[src/rtl/rf_arb_rr_if.sv]
// Bus bundle between the requesters + RAM macro (master side) and the
// round-robin register-file arbiter (slave side).
//   req_valid/req_ready/req_write : per-requester handshake and op select
//   req_addr/req_wben/req_wdata   : per-requester address, byte enables, data
//   resp_valid/resp_rdata         : one-hot read return, shared data bus
//   ram_write/ram_addr/ram_wben/ram_din : single-port RAM command
//   ram_dout                      : RAM read data (one cycle after address)
interface rf_arb_rr_if #(
  parameter int unsigned DEPTH = 8,
  parameter int unsigned WIDTH = 32,
  parameter int unsigned NREQ  = 2
);
  localparam int unsigned DLG2   = $clog2(DEPTH);
  localparam int unsigned NBYTES = WIDTH / 8;

  logic [NREQ-1:0]              req_valid;
  logic [NREQ-1:0]              req_ready;
  logic [NREQ-1:0]              req_write;
  logic [NREQ-1:0][DLG2-1:0]    req_addr;
  logic [NREQ-1:0][NBYTES-1:0]  req_wben;
  logic [NREQ-1:0][WIDTH-1:0]   req_wdata;
  logic [NREQ-1:0]              resp_valid;
  logic [WIDTH-1:0]             resp_rdata;
  logic                         ram_write;
  logic [DLG2-1:0]              ram_addr;
  logic [NBYTES-1:0]            ram_wben;
  logic [WIDTH-1:0]             ram_din;
  logic [WIDTH-1:0]             ram_dout;

  // Requesters and the RAM model sit on this side.
  modport master (
    output req_valid, req_write, req_addr, req_wben, req_wdata, ram_dout,
    input  req_ready, resp_valid, resp_rdata,
    input  ram_write, ram_addr, ram_wben, ram_din
  );

  // The arbiter sits on this side.
  modport slave (
    input  req_valid, req_write, req_addr, req_wben, req_wdata, ram_dout,
    output req_ready, resp_valid, resp_rdata,
    output ram_write, ram_addr, ram_wben, ram_din
  );
endinterface

[src/rtl/rf_arb_rr.sv]
// Round-robin arbiter sharing one single-port byte-enable register-file RAM
// among NREQ requesters, with bounded grant hold (bursts) and one-cycle read
// return routed to the issuing requester.
//   eph1    : clock, all state updates on its rising edge
//   reset_n : synchronous active-low reset
//   bus     : request/response/RAM bundle (slave modport)
module rf_arb_rr #(
  parameter int unsigned DEPTH    = 8,
  parameter int unsigned WIDTH    = 32,
  parameter int unsigned NREQ     = 2,
  parameter int unsigned MAXBURST = 4
) (
  input  logic        eph1,
  input  logic        reset_n,
  rf_arb_rr_if.slave  bus
);
  localparam int unsigned DLG2   = $clog2(DEPTH);
  localparam int unsigned NBYTES = WIDTH / 8;
  localparam int unsigned PW     = (NREQ > 1) ? $clog2(NREQ) : 1;
  localparam int unsigned BW     = $clog2(MAXBURST + 1);

  // Architectural state
  logic [PW-1:0]   prio_q,    prio_d;
  logic [PW-1:0]   owner_q,   owner_d;
  logic [BW-1:0]   burst_q,   burst_d;
  logic [NREQ-1:0] resp_id_q, resp_id_d;

  // Grant decode results
  logic [NREQ-1:0]   live;
  logic              hold;
  logic              accept;
  logic [PW-1:0]     gnt_id;
  logic [NREQ-1:0]   gnt_oh;
  logic              gnt_write;
  logic [DLG2-1:0]   gnt_addr;
  logic [NBYTES-1:0] gnt_wben;
  logic [WIDTH-1:0]  gnt_wdata;

  // State register
  always_ff @(posedge eph1) begin
    if (!reset_n) begin
      prio_q    <= '0;
      owner_q   <= '0;
      burst_q   <= '0;
      resp_id_q <= '0;
    end else begin
      prio_q    <= prio_d;
      owner_q   <= owner_d;
      burst_q   <= burst_d;
      resp_id_q <= resp_id_d;
    end
  end

  // Grant: hold the burst owner while the burst is open, else rotate from prio.
  // Reset masks the requests so nothing is accepted while reset_n is low.
  always_comb begin : grant_pick
    int unsigned idx;
    live      = bus.req_valid & {NREQ{reset_n}};
    hold      = (burst_q != '0) && (burst_q < BW'(MAXBURST)) && live[owner_q];
    accept    = 1'b0;
    gnt_id    = '0;
    idx       = 0;
    if (hold) begin
      accept = 1'b1;
      gnt_id = owner_q;
    end else begin
      for (int unsigned i = 0; i < NREQ; i++) begin
        idx = 32'(prio_q) + i;
        if (idx >= NREQ) begin
          idx = idx - NREQ;
        end
        if (!accept && live[PW'(idx)]) begin
          accept = 1'b1;
          gnt_id = PW'(idx);
        end
      end
    end
    gnt_oh    = accept ? (NREQ'(1) << gnt_id) : '0;
    gnt_write = accept & bus.req_write[gnt_id];
    gnt_addr  = bus.req_addr[gnt_id];
    gnt_wben  = bus.req_wben[gnt_id];
    gnt_wdata = bus.req_wdata[gnt_id];
  end

  // Next state: burst bookkeeping, pointer rotation, read-return tag
  always_comb begin : next_state
    prio_d    = prio_q;
    owner_d   = owner_q;
    burst_d   = '0;
    resp_id_d = '0;
    if (accept) begin
      if ((gnt_id == owner_q) && (burst_q != '0)) begin
        // Owner re-winning an exhausted burst (nobody else valid) stays pinned
        // at MAXBURST so hold remains off and every cycle keeps re-arbitrating.
        burst_d = (burst_q == BW'(MAXBURST)) ? burst_q : burst_q + BW'(1);
      end else begin
        burst_d = BW'(1);
        owner_d = gnt_id;
      end
      prio_d = ((32'(gnt_id) + 32'd1) >= NREQ) ? '0 : gnt_id + PW'(1);
      if (!gnt_write) begin
        resp_id_d = gnt_oh;
      end
    end
  end

  // Outputs: RAM command straight from the granted request, zeroed when idle
  always_comb begin : drive_outputs
    bus.req_ready  = gnt_oh;
    bus.ram_write  = gnt_write;
    bus.ram_addr   = '0;
    bus.ram_wben   = '0;
    bus.ram_din    = '0;
    if (accept) begin
      bus.ram_addr = gnt_addr;
      bus.ram_din  = gnt_wdata;
      if (gnt_write) begin
        bus.ram_wben = gnt_wben;
      end
    end
    // A read accepted just before reset asserts must not surface a response.
    bus.resp_valid = resp_id_q & {NREQ{reset_n}};
  end

  // RAM output already lines up with the response cycle
  assign bus.resp_rdata = bus.ram_dout;

endmodule

[src/flat_wrapper.sv]
// flat-port wrapper written by rule: the top's interface ports become plain ports
module rf_arb_rr_flat 
#(
  parameter int unsigned DEPTH    = 8,
  parameter int unsigned WIDTH    = 32,
  parameter int unsigned NREQ     = 2,
  parameter int unsigned MAXBURST = 4
)
  (eph1, reset_n, bus_req_valid, bus_req_write, bus_req_addr, bus_req_wben, bus_req_wdata, bus_ram_dout, bus_req_ready, bus_resp_valid, bus_resp_rdata, bus_ram_write, bus_ram_addr, bus_ram_wben, bus_ram_din);
  rf_arb_rr_if #(.DEPTH(DEPTH), .WIDTH(WIDTH), .NREQ(NREQ)) bus_i ();
  input  logic eph1;
  input  logic reset_n;
  input wire logic [$bits(bus_i.req_valid)-1:0] bus_req_valid;
  input wire logic [$bits(bus_i.req_write)-1:0] bus_req_write;
  input wire logic [$bits(bus_i.req_addr)-1:0] bus_req_addr;
  input wire logic [$bits(bus_i.req_wben)-1:0] bus_req_wben;
  input wire logic [$bits(bus_i.req_wdata)-1:0] bus_req_wdata;
  input wire logic [$bits(bus_i.ram_dout)-1:0] bus_ram_dout;
  output wire logic [$bits(bus_i.req_ready)-1:0] bus_req_ready;
  output wire logic [$bits(bus_i.resp_valid)-1:0] bus_resp_valid;
  output wire logic [$bits(bus_i.resp_rdata)-1:0] bus_resp_rdata;
  output wire logic [$bits(bus_i.ram_write)-1:0] bus_ram_write;
  output wire logic [$bits(bus_i.ram_addr)-1:0] bus_ram_addr;
  output wire logic [$bits(bus_i.ram_wben)-1:0] bus_ram_wben;
  output wire logic [$bits(bus_i.ram_din)-1:0] bus_ram_din;
  assign bus_i.req_valid = bus_req_valid;
  assign bus_i.req_write = bus_req_write;
  assign bus_i.req_addr = bus_req_addr;
  assign bus_i.req_wben = bus_req_wben;
  assign bus_i.req_wdata = bus_req_wdata;
  assign bus_i.ram_dout = bus_ram_dout;
  assign bus_req_ready = bus_i.req_ready;
  assign bus_resp_valid = bus_i.resp_valid;
  assign bus_resp_rdata = bus_i.resp_rdata;
  assign bus_ram_write = bus_i.ram_write;
  assign bus_ram_addr = bus_i.ram_addr;
  assign bus_ram_wben = bus_i.ram_wben;
  assign bus_ram_din = bus_i.ram_din;
  rf_arb_rr #(.DEPTH(DEPTH), .WIDTH(WIDTH), .NREQ(NREQ), .MAXBURST(MAXBURST)) u_core (.eph1(eph1), .reset_n(reset_n), .bus(bus_i));
endmodule
[config.mk]
export PLATFORM = sky130hd
export DESIGN_NAME = rf_arb_rr_flat
export DESIGN_NICKNAME = d
export VERILOG_FILES = /design/src/rtl/rf_arb_rr_if.sv /design/src/rtl/rf_arb_rr.sv /design/src/flat_wrapper.sv
export SDC_FILE = /design/constraint.sdc
export NUM_CORES = 1
export LEC_CHECK = 0
export CAP_MARGIN = 15
export CORE_UTILIZATION = 22
export CTS_CLUSTER_SIZE = 28
export DETAILED_ROUTE_END_ITERATION = 8
export GPL_TIMING_DRIVEN = 0
export HOLD_SLACK_MARGIN = 0.15
export MAX_ROUTING_LAYER = met4
export PLACE_DENSITY = 0.83
export SLEW_MARGIN = 20
export SYNTH_ARGS = -nofsm -noshare
export SYNTH_HDL_FRONTEND = slang
export SYNTH_SLANG_ARGS = --single-unit
export TNS_END_PERCENT = 1
[constraint.sdc]
create_clock -name eph1 -period 2.7 [get_ports eph1]
set_clock_uncertainty 0.2 [all_clocks]
set_input_delay 0.405 -clock eph1 [delete_from_list [all_inputs] [get_ports eph1]]
set_output_delay 0.405 -clock eph1 [all_outputs]
set_load 0.005 [all_outputs]
==> flow_summary.yaml <==
outcome:
  outcome: "complete, but fails checks"
  failed_checks: "negative setup slack"
timing:
  worstMarginPinSlew_ps: 600.8
  maxSlewHeadroom_pct: 59.44
  timing_hold_violations_final: 0
  slew_viol_final: 0
  rsz0062_at_grt: "true"
  final_setup_viols: 26
  timing.final.crit_share_pct: 107.3
  setup_slack_ps: -195.9
  finalWorstPathRequiredPeriod_ps: 2896
  timing.fmax_mhz: 345.3
clock_network:
  cts-root-to-sink-buffers: 2
  clk_root_buffer_cell: "sky130_fd_sc_hd__clkbuf_8"
  postCtsHoldBufs: 0
  clkSlewWorstSetupHoldPaths_ps: 40
  ctsHtreeMaxLevel: 1
  clock_insertion_delay_worst_skew_ps: 240
  tritoncts.num_buffers: 3
  cts_tree: "yes"
  cts_num_sinks: 7
worst_hold_path:
  holdCritStartpoint: "u_core.burst_q[1]"
  worstHoldPathType: "flip-flop to flip-flop"
global_route:
  grt_first_pass_wirelength_mm: 7.645
  grt_pass1_vias: 1728
  grt.overflow.total: 0
  largest_net_degree_at_the_start_of_global_routing: 11
  grt_antenna_before_repair: 0
  track_usage_pct: 18.43
setup_path:
  path_delay_family: "buffers and inverters"
  critical_path.cell_chain: "inv_1 -> ha_4 -> or3b_4 -> a31oi_4 -> buf_4 -> buf_6 -> a22o_1 -> clkdlybuf4s50_1"
  crit_path_start_kind: "flip-flop"
  cp_slowest_cell: "sky130_fd_sc_hd__clkdlybuf4s50_1"
  slack_of_the_worst_reg_to_reg_path_ps: 810
  worstSetupStartpoint: "u_core.burst_q[1]"
  worstPathRequired_ps: 2100
  cp_slowest_stage_delay_ps: 490
  worstPathBufferInverterCount: 4
  crit_path_end_kind: "output pin"
  worstSetupPathType: "flip-flop to output pin"
  r2r_start: "u_core.burst_q[1]"
  arrival_ps: 2290
  cp_max_fo: 10
pwr:
  total_power_uw: 705.0
  pwr-share-clk_pct: 21.8
  seqPwrFrac_pct: 16.5
  swShare_pct: 26.59
  p_per_area_mw_per_mm2: 232.1
  ir_drop_mv: 0.2293
  netSwitchingPower_uw: 187.4
  power_report.internal_total_uw: 517.5
  power.share.combinational_pct: 61.7
  p_leak_nw: 1.454
layout:
  area_growth_syn_to_layout_pct: 167.1
  layout.nets: 432
  final_util_pct: 62.66
  n_antenna_cell: 0
  layout-drive-gt1-share_pct: 22.36
  finalInstanceArea_mm2: 0.003038
route:
  first_pass_iters: 4
  drt-vias-per-instance: 4.687
  drtIter0Drc: 14
  drt.antenna.violating_nets: 0
  dr_total_vias: 1781
  drc: 0
  detail_route.wl_per_cell_um: 14.32
  wl_mm: 5.440
place:
  buffer_ports.inserted: 159
  place_congestion: 0.8517
  cell_area_after_placement_mm2: 0.002813
  post_detailed_placement_half_perimeter_wirelength_mm: 4.341
floorplan:
  chipWidth_um: 73.90
  fp-row-count: 25
  core_region_area_mm2: 0.004848
  floorplan.io_pins: 192
  die_h_um: 73.90
  initial_utilization_pct: 23.46
  floorplan.die_area_mm2: 0.005461
synth:
  synth_area_per_cell_um2: 8.363
  ys_warn_count: 0
  post_synthesis_instance_area_mm2: 0.001137
  synthesized_netlist_net_count: 254
  synthDistinctLibCells: 34
  netlist_instances: 136
  synth-seq-area-share_pct: 12.32
  synth_seq_cells: 7
flow_run:
  max_cap_viol_count: 0
final timing paths:
path                  endpoint  cells past startpoint
max            bus_ram_din[17]                      8
min          u_core.burst_q[1]                      2
max reg2reg  u_core.burst_q[1]                      6
min reg2reg  u_core.burst_q[1]                      2
synth_stat cells, drive strengths merged:
cell type | number | area [um^2]
a221oi | 1 | 8.760
and2 | 2 | 12.51
nand3b | 1 | 7.510
o311a | 1 | 10.01
a21oi | 1 | 5.000
a21boi | 1 | 7.510
a32o | 4 | 40.04
nand2b | 1 | 6.260
nand2 | 6 | 22.52
o211a | 1 | 10.01
ha | 2 | 25.02
or3b | 1 | 8.760
nor3b | 1 | 7.510
dfxtp | 7 | 140.1
a311oi | 1 | 15.01
a22o | 36 | 315.3
o21bai | 1 | 7.510
o21ai | 1 | 5.000
or3 | 1 | 6.260
o21a | 3 | 22.52
xnor2 | 1 | 8.760
nor2b | 3 | 18.77
nor2 | 5 | 18.77
or4bb | 1 | 11.26
nand3 | 2 | 10.01
a31oi | 2 | 27.53
inv | 4 | 15.01
buf | 42 | 316.5
o311ai | 1 | 8.760
a211oi | 1 | 7.510
o221a | 1 | 11.26
flip-flops by register name (all words and copies together), names as in the netlist:
register,count
u_core.resp_id_q,2
u_core.burst_q,3
u_core.prio_q,1
u_core.owner_q,1
per-stage QoR:
stage / hold WS, ps / instances / TNS, ps / setup WS [ps]
6_report: 307.0 / 380 / -3416 / -195.9
3_3_place_gp: 294.6 / 362 / -17640 / -540.4
2_1_floorplan: 276.3 / 136 / 0 / 391.7
4_1_cts: 303.2 / 380 / -6533 / -245.8
5_1_grt: 334.2 / 380 / -6005 / -297.9
3_5_place_dp: 317.3 / 362 / -17280 / -533.2
cells in the final DEF, fill, tap and decap left out, types with 2 or more instances in the layout:
master / n
sky130_fd_sc_hd__clkdlybuf4s50_1: 124
sky130_fd_sc_hd__buf_4: 45
sky130_fd_sc_hd__a22o_1: 36
sky130_fd_sc_hd__dlygate4sd2_1: 26
sky130_fd_sc_hd__buf_6: 9
sky130_fd_sc_hd__dlymetal6s2s_1: 8
sky130_fd_sc_hd__nand2_1: 5
sky130_fd_sc_hd__dfxtp_1: 5
sky130_fd_sc_hd__nor2_1: 4
sky130_fd_sc_hd__a32o_1: 4
sky130_fd_sc_hd__inv_1: 3
sky130_fd_sc_hd__nor2b_1: 3
sky130_fd_sc_hd__o21a_1: 3
sky130_fd_sc_hd__clkbuf_8: 3
sky130_fd_sc_hd__nand3_1: 2
sky130_fd_sc_hd__and2_1: 2
sky130_fd_sc_hd__dfxtp_2: 2
metal layers:
layer / track usage (%) / vias up / wire [um]
li1: - / 846 / -
met3: 4.527 / 10 / 522
met1: 17.47 / 806 / 1871
met2: 35.56 / 119 / 2955
met5: - / - / 0
met4: 6.410 / 0 / 91
power by group through the flow:
stage,sequential [mW],combinational (mW),clock [mW]
after floorplan,0.114,0.143,0
after global placement,0.115,0.417,0
after detailed placement,0.115,0.422,0
after CTS,0.115,0.433,0.154
after global routing,0.117,0.467,0.163
final,0.116,0.435,0.154
logic make-up (layout without fill, tap and decap cells):
logic type	after synthesis	after routing	share of synthesized area, %
fa+ha+maj	2	2	2.200
flops	7	7	12.32
simple gates	24	24	11.44
buf+inv	46	223	29.15
xor+xnor	1	1	0.7702
compound gates	56	56	44.11
cell type report:
cell class / instances / area (um^2)
Fill cell: 415 / 1810
Inverter: 4 / 15.01
Multi-Input combinational cell: 83 / 713.2
Clock buffer: 4 / 45.04
Sequential cell: 7 / 142.6
Timing Repair Buffer: 173 / 1692
Tap cell: 67 / 83.83
Buffer: 42 / 346.6
tightest hold or removal path, stage by stage (launching register included):
cell	delay, ps
sky130_fd_sc_hd__dfxtp_2	320
sky130_fd_sc_hd__nand3_1	60
sky130_fd_sc_hd__a221oi_1	70
what timing repair did:
action,4_1_cts,5_1_grt
pin swaps,4,2
cloned,3,0
resized for setup,48,15
buffers inserted,11,0
endpoints found under the setup margin,42,42
No activity file was read; power rests on OpenSTA's default activity.
